===== config.mk =====
export PLATFORM = sky130hd
export DESIGN_NAME = uart_tx
export DESIGN_NICKNAME = d
export VERILOG_FILES = /design/src/rtl/uart_pkg.sv /design/src/rtl/uart_baud_cnt.sv /design/src/rtl/uart_tx.sv
export SDC_FILE = /design/constraint.sdc
export NUM_CORES = 1
export LEC_CHECK = 0
export CAP_MARGIN = 20
export CORE_AREA = 2 2 45 47
export DETAILED_ROUTE_END_ITERATION = 6
export DIE_AREA = 0 0 47 49
export PLACE_DENSITY = 0.72
export SYNTH_ARGS = -nofsm -noshare
export SYNTH_HDL_FRONTEND = slang
export SYNTH_SLANG_ARGS = --single-unit

===== constraint.sdc =====
create_clock -name clk -period 1.93 [get_ports clk]
set_input_delay 0.386 -clock clk [delete_from_list [all_inputs] [get_ports clk]]
set_output_delay 0.386 -clock clk [all_outputs]
set_load 0.1 [all_outputs]

===== src/rtl/uart_pkg.sv =====
// uart_pkg: shared FSM state encoding and frame constants for the UART blocks.
package uart_pkg;
  typedef enum logic [1:0] {IDLE = 2'b00, START = 2'b01, DATA = 2'b10, STOP = 2'b11} uart_state_t;
  localparam int UART_DATA_BITS = 8;
  localparam int UART_FRAME_BITS = 10;
  localparam int UART_CLKS_PER_BIT = 8;
endpackage


===== src/rtl/uart_baud_cnt.sv =====
// uart_baud_cnt: bit-period cycle counter; tick marks the last cycle of each period.
module uart_baud_cnt #(
  parameter int CLKS_PER_BIT = 8
) (
  input  logic clk,
  input  logic reset,
  input  logic clr,
  output logic tick
);
  localparam int W = $clog2(CLKS_PER_BIT);
  logic [W-1:0] cnt;
  assign tick = cnt == W'(CLKS_PER_BIT - 1);
  always_ff @(posedge clk or posedge reset)
    if (reset) cnt <= '0;
    else cnt <= (clr || tick) ? '0 : cnt + W'(1);
endmodule


===== src/rtl/uart_tx.sv =====
// uart_tx: 8N1 serial transmitter with registered tx and busy outputs.
module uart_tx
  import uart_pkg::*;
#(
  parameter int CLKS_PER_BIT = UART_CLKS_PER_BIT
) (
  input  logic       clk,
  input  logic       reset,
  input  logic [7:0] in,
  input  logic       load,
  output logic       tx,
  output logic       busy
);
  uart_state_t state, state_n;
  logic [7:0] shift, shift_n;
  logic [2:0] idx, idx_n;
  logic tick, tx_n, busy_n;
  uart_baud_cnt #(.CLKS_PER_BIT(CLKS_PER_BIT)) u_baud (
    .clk(clk),
    .reset(reset),
    .clr(state == IDLE),
    .tick(tick)
  );
  always_ff @(posedge clk or posedge reset)
    if (reset) begin
      state <= IDLE;
      shift <= '0;
      idx   <= '0;
      tx    <= 1'b1;
      busy  <= 1'b0;
    end else begin
      state <= state_n;
      shift <= shift_n;
      idx   <= idx_n;
      tx    <= tx_n;
      busy  <= busy_n;
    end
  always_comb begin
    state_n = state;
    shift_n = shift;
    idx_n   = idx;
    case (state)
      IDLE: if (load) begin
        state_n = START;
        shift_n = in;
      end
      START: begin
        idx_n = '0;
        if (tick) state_n = DATA;
      end
      DATA: if (tick) begin
        shift_n = shift >> 1;
        idx_n   = idx + 3'd1;
        if (idx == 3'(UART_DATA_BITS - 1)) state_n = STOP;
      end
      STOP: if (tick) state_n = IDLE;
    endcase
  end
  // Outputs are precomputed from the next state so tx comes straight from a flop.
  always_comb begin
    tx_n   = state_n == START ? 1'b0 : state_n == DATA ? shift_n[0] : 1'b1;
    busy_n = state_n != IDLE;
  end
endmodule

==> impl_results.md, run 1 <==
- Crit path DAT: 2000 ps
- Bufs on Longest Clock Path: 2
- Post-DP HPWL: 1240 microns
- Pre-CTS setup slack: 130 ps
- RR Endpoint: tx
- Hold_buf cts: 0
- H-tree Lvls: 1
- RSZ-0062 raised after global routing: no
- R2R Path Start: u_baud.cnt[0]
- Placed inst area: 1020 sq um
- Post-CTS Resized: 0
- WS Path Type: flop to flop
- Switching Fraction: 0.399
- Clk_skew: 2.66 ps
- Min Tclk post-route: 1760 ps
- Fin area: 1060 sq um
- DIE WIDTH: 47 microns
- Psw: 0.593 mW
- DR iter-0 viols: 6
- Die footprint: 2300 sq um
- Setup TNS: 0 ps
- Power share of the clock group: 0.155
- Clk root buf: clkbuf_4
- Max cap viols: 0
- Global-route wire length before repair: 2970 microns
- Distinct cells, synth: 30
- Outcome: finished, final reports clean
- Slew Limit Fails: 0
- CTS tree: built
- Max-slew headroom: 0.729
- Worst-Margin Slew: 404 ps
- Worst setup SP type: flop
- Vias: 638
- Sequential area share after synthesis: 0.519
- Core Region: 1840 sq um
- GPL Wtd Cong: 0.773
- I/O Buffers: 12
- Crit path capture type: flop
- Crit share post-route: 0.911
- Sequential share of power: 0.440
- Number of CTS-inserted buffers: 3
- Syn nets: 100
- Diodes inserted: 0
- Initial core utilization: 0.473
- Share of layout cells above drive strength 1: 0.141
- P per Cell Area: 1400 nW/um^2
- Int Power: 0.891 mW
- Cells after Synth: 84
- Crit-path max FO: 6
- Routed len/inst: 13.0 microns
- R2R setup slack: 170 ps
- Required @ worst endpoint: 2170 ps
- Clock Pin Slew Worst Setup and Hold Paths: 100 ps
- Vias in the first global route: 723
- DR DRC count: 0
- Final ANT Viol Nets: 0
- Worst min path class: input pin to async pin
- Final Hold Vio Count: 0
- Synth Cell Area: 871 sq um
- Area grow syn2layout: 21.8%
- Antenna violations before repair: 0
- Static Leak: 0.505 nW
- Yosys reg bits: 18
- R2R depth: 6
- Final Setup Violations: 0
- Wirelength, routed: 1630 microns
- CTS sink count: 18
- Via density: 5.06
- Placement row count: 16
- Die H: 49 microns
- Gate power share: 0.405
- Fmax: 0.568 GHz
- Most frequent cells in the layout: nand2_1, dfrtp_1, clkdlybuf4s50_1
- Final setup margin: 171 ps
- Clk Latency, worst-skew pair: 290 ps
- Grt total ovfl: 0
- Avg Cell Area, Syn: 10.4 sq um
- All-Layer GR Usage: 0.178
- Synth warn: 0
- Largest net degree at the start of global routing: 19
- Worst vdd rail ir drop: 0.000724 V
- First-pass DRT Iterations: 4
- Postcts setup bufs: 0
- Final nets: 116
- IO Pins: 13
-- routing by layer --
layer / track usage / routed length [microns] / share of wire / vias up
met1: 0.196 / 677 / 0.41 / 304
met4: 0.0694 / 22 / 0.013 / 0
met3: 0.0444 / 47 / 0.029 / 4
met2: 0.311 / 884 / 0.54 / 9
li1: - / - / - / 321
met5: 0 / 0 / 0 / -
-- cell families after synthesis --
kind of cell | count (synthesis) | share of synthesized area
compound gates | 19 | 0.162
xor+xnor | 1 | 0.0101
fa+ha+maj | 5 | 0.0718
buf+inv | 7 | 0.0431
flops | 18 | 0.519
simple gates | 34 | 0.194
-- power by group through the flow --
stage	Clock (mW)	Combinational, mW	Sequential, mW
after floorplan	0	0.367	0.742
after global placement	0	0.582	0.658
after detailed placement	0	0.605	0.662
after CTS	0.239	0.608	0.655
after global routing	0.261	0.666	0.679
final	0.231	0.601	0.653
-- metrics by stage --
step           cells  hold WS [ps]  total power [mW]  utilization
2_1_floorplan     84           324              1.11            -
3_3_place_gp     122           442              1.24        0.556
3_5_place_dp     122           463              1.27        0.556
4_1_cts          126           397              1.50        0.576
5_1_grt          126           429              1.61        0.576
6_report         126           394              1.48        0.576
-- cells in the mapped netlist --
library cell	n	area, sq um
nor3_1	1	5.00
nor3b_2	1	12.5
a21oi_1	4	20.0
a32oi_1	1	8.76
a31o_2	1	8.76
nor2_1	4	15.0
buf_4	1	7.51
nand2_1	17	63.8
ha_1	5	62.6
o21ai_0	3	15.0
clkbuf_1	1	3.75
inv_2	1	3.75
buf_6	1	11.3
nand2b_1	1	6.26
a22oi_1	5	37.5
nor2_2	1	6.26
inv_1	3	11.3
dfrtp_1	17	425
xnor2_1	1	8.76
a22o_1	1	8.76
and3b_1	1	8.76
a221o_1	1	10.0
nor2b_1	2	12.5
dfstp_2	1	26.3
o31ai_2	1	12.5
and3_1	3	18.8
o21ba_1	1	10.0
and2_1	2	12.5
nor3b_1	1	7.51
a32o_1	1	10.0
-- worst max-delay path, stage by stage, from the launching register on --
cell     delay, ps
dfrtp_1        410
ha_1           220
ha_1           260
and3_1         200
o31ai_2        350
nand2_1        100
o21ba_1        170
-- registers in the layout, summed over array words and instances, names as in the netlist --
name,cells
shift,8
idx,3
u_baud.cnt,3
state,2
busy,1
tx,1
-- layout make-up --
cell class,count,area (sq um)
tap,27,33.8
fill,173,781
multi-input combinational,59,382
sequential,18,452
timing repair buffer,14,143
inverter,4,15.0
clock buffer,4,36.3
-- worst max-delay path by stage --
stage,startpoint,to,slack (ps),depth (start not counted)
floorplan,u_baud.cnt[0],tx,350,5
global placement,load,tx,170,5
detailed placement,load,tx,130,5
CTS,u_baud.cnt[0],tx,150,6
global route,u_baud.cnt[0],tx,0.2,6
finish,u_baud.cnt[0],tx,170,6
Power figures use the tool's default switching activity.
==> run 2: changes to the inputs <==
CORE_AREA = 2 2 46 48   (was 2 2 45 47)
DIE_AREA = 0 0 48 50   (was 0 0 47 49)
SYNTH_HIERARCHICAL = 1   (was unset)
==> impl_results.md, run 2 <==
- Outcome: finished, final reports clean
- Avg Cell Area, Syn: 11.8 sq um (+14%)
- DR iter-0 viols: 17 (+11)
- Share of layout cells above drive strength 1: 0.141 (about the same)
- Hold_buf cts: 0 (unchanged)
- Die H: 50 microns (+2.0%)
- Routed len/inst: 13.2 microns (+2.0%)
- WS Path Type: flop to flop
- Worst min path class: input pin to async pin
- Max-slew headroom: 0.622 (-0.107)
- All-Layer GR Usage: 0.158 (-0.0194)
- Sequential share of power: 0.427 (-0.013)
- CTS tree: built
- Clock Pin Slew Worst Setup and Hold Paths: 110 ps (about the same)
- Crit path capture type: flop
- CP dominant cell by count: ha_1
- Synth warn: 6 (+6)
- Synth Cell Area: 922 sq um (+5.9%)
- Switching Fraction: 0.377 (-0.0225)
- Post-CTS Resized: 0 (unchanged)
- Static Leak: 0.520 nW (+2.9%)
- Distinct cells, synth: 29 (-3.3%)
- Slew Limit Fails: 0 (unchanged)
- Vias in the first global route: 642 (-11%)
- P per Cell Area: 1320 nW/um^2 (-5.3%)
- Syn nets: 93 (-7.0%)
- Max reg flops: 8 (unchanged)
- Most common cell after layout, fill and taps aside: dfrtp_1
- Clk_skew: 5.55 ps (+2.89 ps)
- Sequential area share after synthesis: 0.490 (-0.0289)
- Post-synthesis adder-cell area fraction: 0.0543 (-0.0176)
- Global-route wire length before repair: 2680 microns (-9.5%)
- Post-Synth XOR/XNOR Area: 0.00950 (-0.000560)
- Crit-path max FO: 8 (+2)
- Multi-input logic area: 403 sq um (+5.6%)
- Total Power: 1.44 mW (-2.7%)
- Fin area: 1090 sq um (+2.7%)
- Final Hold Vio Count: 0 (unchanged)
- IO Pins: 13 (unchanged)
- Wirelength, routed: 1570 microns (-3.7%)
- Met1 Resource Use GR: 0.201 (+0.00523)
- Setup TNS: 0 ps (unchanged)
- Yosys reg bits: 18 (unchanged)
- Fmax: 0.631 GHz (+11%)
- Largest net degree at the start of global routing: 18 (-1)
- Largest family of logic cells by synthesized area: compound AO/OA/AOI/OAI gates
- Postcts setup bufs: 0 (unchanged)
- Worst vdd rail ir drop: 0.000651 V (-10%)
- Most used routing layer: met2
- Most frequent cell after synthesis: dfrtp_1
- Clk root buf: clkbuf_4
- Max cap viols: 0 (unchanged)
- Critical path cell sequence: ha_1 > ha_1 > buf_4 > a21boi_0 > a22o_1
- GR Layer Usage met2: 0.244 (-0.0661)
- Post-synthesis compound-gate area fraction: 0.239 (+0.0764)
- Psw: 0.544 mW (-8.2%)
- FF+latch area: 452 sq um (unchanged)
- Most frequent cells in the layout: dfrtp_1, clkdlybuf4s50_1, a22o_1
- GPL Wtd Cong: 0.776 (+0.44%)
- Asr flop ratio synth: 1.00 (unchanged)
- Crit path DAT: 1830 ps (-170 ps)
- Min Tclk post-route: 1590 ps (-173 ps)
- CTS sink count: 18 (unchanged)
- Via density: 5.43 (+7.2%)
- Vias: 646 (+1.3%)
- CP max-delay cell: dfrtp_1
- Int Power: 0.899 mW (+0.90%)
- Final ANT Viol Nets: 0 (unchanged)
- Antenna violations before repair: 0 (unchanged)
- Placement row count: 16 (unchanged)
- Finished Core Util: 0.573 (-0.00306)
- Final setup margin: 344 ps (+173 ps)
- DIE WIDTH: 48 microns (+2.1%)
- Crit share post-route: 0.822 (-0.0897)
- Worst setup SP type: flop
- Core Region: 1900 sq um (+3.3%)
- Biggest register: shift
- Worst path max stage delay: 400 ps (about the same)
- Clk Latency, worst-skew pair: 300 ps (about the same)
- Bufs on Longest Clock Path: 2 (unchanged)
- Cells after Synth: 78 (-7.1%)
- Area leader, netlist: dfrtp_1
- Die footprint: 2400 sq um (+4.2%)
- Worst-Margin Slew: 567 ps (+163 ps)
- Pre-CTS setup slack: 162 ps (+32.0 ps)
- Worst path bufs/invs: 1 (+1)
- H-tree Lvls: 1 (unchanged)
- Post-DP HPWL: 1130 microns (-8.9%)
- RSZ-0062 raised after global routing: no
- Required @ worst endpoint: 2180 ps (about the same)
- First-pass DRT Iterations: 4 (unchanged)
- Met3 usage: 0.0440 (-0.000488)
- Proportion of synthesized area in mux cells: 0.0109 (+0.0109)
- Area grow syn2layout: 18.2%
- Power share of the clock group: 0.164 (+0.009)
- I/O Buffers: 12 (unchanged)
- Gate power share: 0.409 (+0.004)
- Final nets: 108 (-6.9%)
- DR DRC count: 0 (unchanged)
- Crit path max-delay family: compound AO/OA/AOI/OAI gates
- Fillers: 171 (-1.2%)
- Number of CTS-inserted buffers: 3 (unchanged)
- Initial core utilization: 0.485 (+0.0120)
- Simple logic cell fraction of the synthesized area: 0.123 (-0.0705)
- Final Setup Violations: 0 (unchanged)
- Placed inst area: 1050 sq um (+2.8%)
- Commonest cells post-synth: dfrtp_1, a22o_1, a21o_1
- Largest regs: shift: 8 flops, idx: 3 flops, u_baud/cnt: 3 flops
- Grt total ovfl: 0 (unchanged)
- Dominant cells by area after synthesis: dfrtp_1, a22o_1, ha_1
- Diodes inserted: 0 (unchanged)
- Post-synth EDFFs: 0 (unchanged)
- Yosys top cell area share: 0.461 (-0.0272)
- Main synth FF type: dfrtp_1
run 2: cell count changes in the layout (fill, tap and decap cells not counted), moves of 3 or more:
| cell | delta |
|---|---|
| a21o_1 | +6 |
| a22o_1 | +7 |
| a22oi_1 | -5 |
| a31oi_1 | +3 |
| and3_1 | -3 |
| nand2_1 | -14 |
run 2: final cells by class:
| type | count | share of cell area |
|---|---|---|
| repair buffers | 15 | 0.138 |
| multi-input cells | 51 | 0.370 |
| inverters | 4 | 0.0138 |
| well taps | 27 | 0.0310 |
| flip-flops and latches | 18 | 0.414 |
| clock buffers | 4 | 0.0333 |
run 2: per-stage QoR:
stage,instances,hold slack (ps)
floorplan,78,140
global placement,115,420
detailed placement,115,428
CTS,119,266
global route,119,271
finish,119,276
run 2: final timing paths:
kind                          startpoint             to  slack, ps  depth (start not counted)
setup reg to reg           u_baud/cnt[0]         idx[0]        340                          5
min in group clk           u_baud/cnt[0]  u_baud/cnt[0]        440                          1
setup / recovery           u_baud/cnt[0]         idx[0]        340                          5
max in group asynchronous          reset       shift[2]       1100                          2
hold / removal                     reset  u_baud/cnt[0]        280                          2
hold reg to reg            u_baud/cnt[0]  u_baud/cnt[0]        440                          1
run 2: logic make-up after synthesis:
| logic type | after synthesis |
|---|---|
| adders and majority gates | 4 |
| DFF | 18 |
| buffers and inverters | 9 |
| and+or+nand+nor | 16 |
| xor gates and xnor gates | 1 |
| AOI/OAI and AO/OA | 29 |
| muxes | 1 |
run 2: metal layers:
| metal | share of wire | up-vias |
|---|---|---|
| met4 | 0.013 | 0 |
| met1 | 0.50 | 319 |
| met2 | 0.47 | 9 |
| met5 | 0 | - |
| met3 | 0.022 | 2 |
| li1 | - | 316 |
run 2: power groups by stage:
stage / clock network [mW] / registers [mW] / logic, mW
floorplan: 0 / 0.706 / 0.398
global placement: 0 / 0.620 / 0.582
detailed placement: 0 / 0.624 / 0.594
CTS: 0.245 / 0.616 / 0.598
global route: 0.265 / 0.633 / 0.643
finish: 0.236 / 0.617 / 0.591
run 2: worst reg2reg max path: stages, from the launching register on:
cell and delay [ps]:
dfrtp_1 400, ha_1 200, ha_1 210, buf_4 170
a21boi_0 360, a22o_1 210
==> RTL edit (config.mk and constraints of run 1) <==
Reset style: synchronous (`reset`), changed in 2 clocked blocks.
--- a/src/rtl/uart_baud_cnt.sv
+++ b/src/rtl/uart_baud_cnt.sv
@@ -10,7 +10,7 @@
   localparam int W = $clog2(CLKS_PER_BIT);
   logic [W-1:0] cnt;
   assign tick = cnt == W'(CLKS_PER_BIT - 1);
-  always_ff @(posedge clk or posedge reset)
+  always_ff @(posedge clk)
     if (reset) cnt <= '0;
     else cnt <= (clr || tick) ? '0 : cnt + W'(1);
 endmodule
--- a/src/rtl/uart_tx.sv
+++ b/src/rtl/uart_tx.sv
@@ -21,7 +21,7 @@
     .clr(state == IDLE),
     .tick(tick)
   );
-  always_ff @(posedge clk or posedge reset)
+  always_ff @(posedge clk)
     if (reset) begin
       state <= IDLE;
       shift <= '0;
Check against the original RTL: differs if reset is asserted again (counterexample within 4 cycles, from zero or initial values and one cycle with reset high); with reset held inactive, the same outputs for 10 cycles.
==> RTL edit against run 1 <==
Fmax grew 9.7%; worst setup slack gained 0.16 ns; final area grew 0.71%; critical path type unchanged; sequential cell count is the same; area after synthesis grew 7.2%; wire length grew 2.9%.
Power is not compared: it rests on default switching activity, and its combinational part moved more than twofold at a synthesized area within 25%.
==> RTL edit: results (changes against run 1) <==
synth:
  synth_area_leaders: "dfxtp_1 (39%), ha_1 (6.7%), nand3_1 (6.4%)"  # was dfrtp_1 (49%), nand2_1 (7.3%), ha_1 (7.2%)
  synth.distinct_cells: 35  # was 30
  yosysSeqAreaShare_pct: 38.6  # was 51.9%
  synthArstFlopShare_pct: 0  # was 100%
  ys_warn_count: 0  # unchanged
  synth.net_count: 113  # was 100
  synth_common_cells: "dfxtp_1 (18), nand3_1 (12), a21oi_1 (11)"  # was dfrtp_1 (17), nand2_1 (17), a22oi_1 (5), ha_1 (5)
  postSynthAreaPerCell_sq_um: 9.62  # was 10.4 sq um
drt:
  met1_length_um: 829  # was 677 um
  met3_wirelength_um: 89  # was 47 um
  finalWirelength_um: 1680  # was 1630 um
  drtIter0Drc: 10  # was 6
  met2WireLength_um: 748  # was 884 um
  highest_layer: "met4"  # unchanged
  vias: 740  # was 638
  viasPerCell: 5.52  # was 5.06
place:
  numPortBuffers: 12  # unchanged
  dpl.hpwl_um: 1210  # was 1240 um
  gp_congestion: 0.784  # was 0.773
layout:
  layout-drive-gt1-share_pct: 15.0  # was 14.1%
  layout_top_registers: "shift: 8 flops, idx: 3 flops, u_baud.cnt: 3 flops"  # unchanged
  finalNetCount: 125  # was 116
  diodes: 0  # unchanged
setup_path:
  ff2ff_setup_slack_ns: 0.33  # was 0.17 ns
  cp_max_fo: 11  # was 6
  cpMaxStageDelayCell: "ha_1"  # was dfrtp_1
  critPathTopFamily: "adder cells"  # was compound AO/OA/AOI/OAI gates
  worstRegToRegCells: 5  # was 6
  arrival_ns: 1.82  # was 2.00 ns
  r2r-start: "u_baud.cnt[0]"  # unchanged
  crit-reg2reg-capture: "shift[3]"  # was tx
cts:
  root_buffer: "clkbuf_4"  # unchanged
  cts_resized: 0  # unchanged
  cts_max_level: 1  # unchanged
  post-cts-setup-buffer-count: 0  # unchanged
  cts_made_buffers: 3  # unchanged
  cts.clk_slew.worst_paths_ns: 0.10  # about the same
  cts_tree: "done"  # unchanged
global_routing:
  grt_pass1_vias: 683  # was 723
  antenna_found_initial: 0  # unchanged
  grt_max_degree: 13  # was 19
  grt_use_total_pct: 16.8  # was 17.8%
  grt_pass1_wl_um: 2920  # was 2970 um
pwr:
  ir_drop_mv: 0.437
  p_int_mw: 0.510
outcome:
  status: "complete, no violations"  # unchanged
timing:
  worst_pin_slew_ns: 0.439  # was 0.404 ns
  fin_skew_ns: 0.00506  # was 0.00266 ns
worst_hold_path:
  hold_depth: 1
  holdPathEnd: "u_baud.cnt[0]"
  min_path_type: "reg -> reg"  # was in -> async
  hp-start: "u_baud.cnt[0]"
RTL edit: stage by stage:
step	setup slack [ns]	hold slack, ns	instance area, sq um
floorplan	0.506	0.408	933
global placement	0.209	0.420	1050
detailed placement	0.189	0.424	1050
CTS	0.308	0.445	1070
global route	0.202	0.480	1070
finish	0.327	0.441	1070
RTL edit: power by group through the flow:
stage                     sequential [mW]  clock (mW)  combinational [mW]
final                               0.400       0.181               0.106
after global routing                0.403       0.205               0.114
after CTS                           0.400       0.187               0.107
after detailed placement            0.409           0               0.106
after global placement              0.408           0               0.106
after floorplan                     0.427           0              0.0529
RTL edit: layer usage:
metal,vias to the layer above,global-route usage [%]
met5,-,0
met3,4,3.70
li1,378,-
met1,336,23.9
met4,0,5.09
met2,22,25.1
RTL edit: logic make-up after synthesis:
group                    Yosys count  share of synthesized area, %
AO/OA/AOI/OAI                     28                          22.7
adder cells (fa/ha/maj)            5                          6.70
buffers and inverters             10                          7.11
flip-flops                        18                          38.6
AND/OR/NAND/NOR                   36                          24.9
RTL edit: cell type report:
type | count | area (sq um)
fill | 178 | 773
sequential | 18 | 360
clock buffer | 3 | 22.5
inverter | 2 | 7.51
timing repair buffer | 15 | 138
tap | 27 | 33.8
multi-input combinational | 69 | 507
RTL edit: worst max-delay path by stage:
stage	start	end	slack, ns	cells after the start
after floorplan	u_baud.cnt[0]	tx	0.51	6
after global placement	load	shift[2]	0.21	4
after detailed placement	load	shift[2]	0.19	4
after CTS	u_baud.cnt[0]	shift[3]	0.31	5
after global routing	u_baud.cnt[0]	shift[3]	0.20	5
final	u_baud.cnt[0]	shift[3]	0.33	5
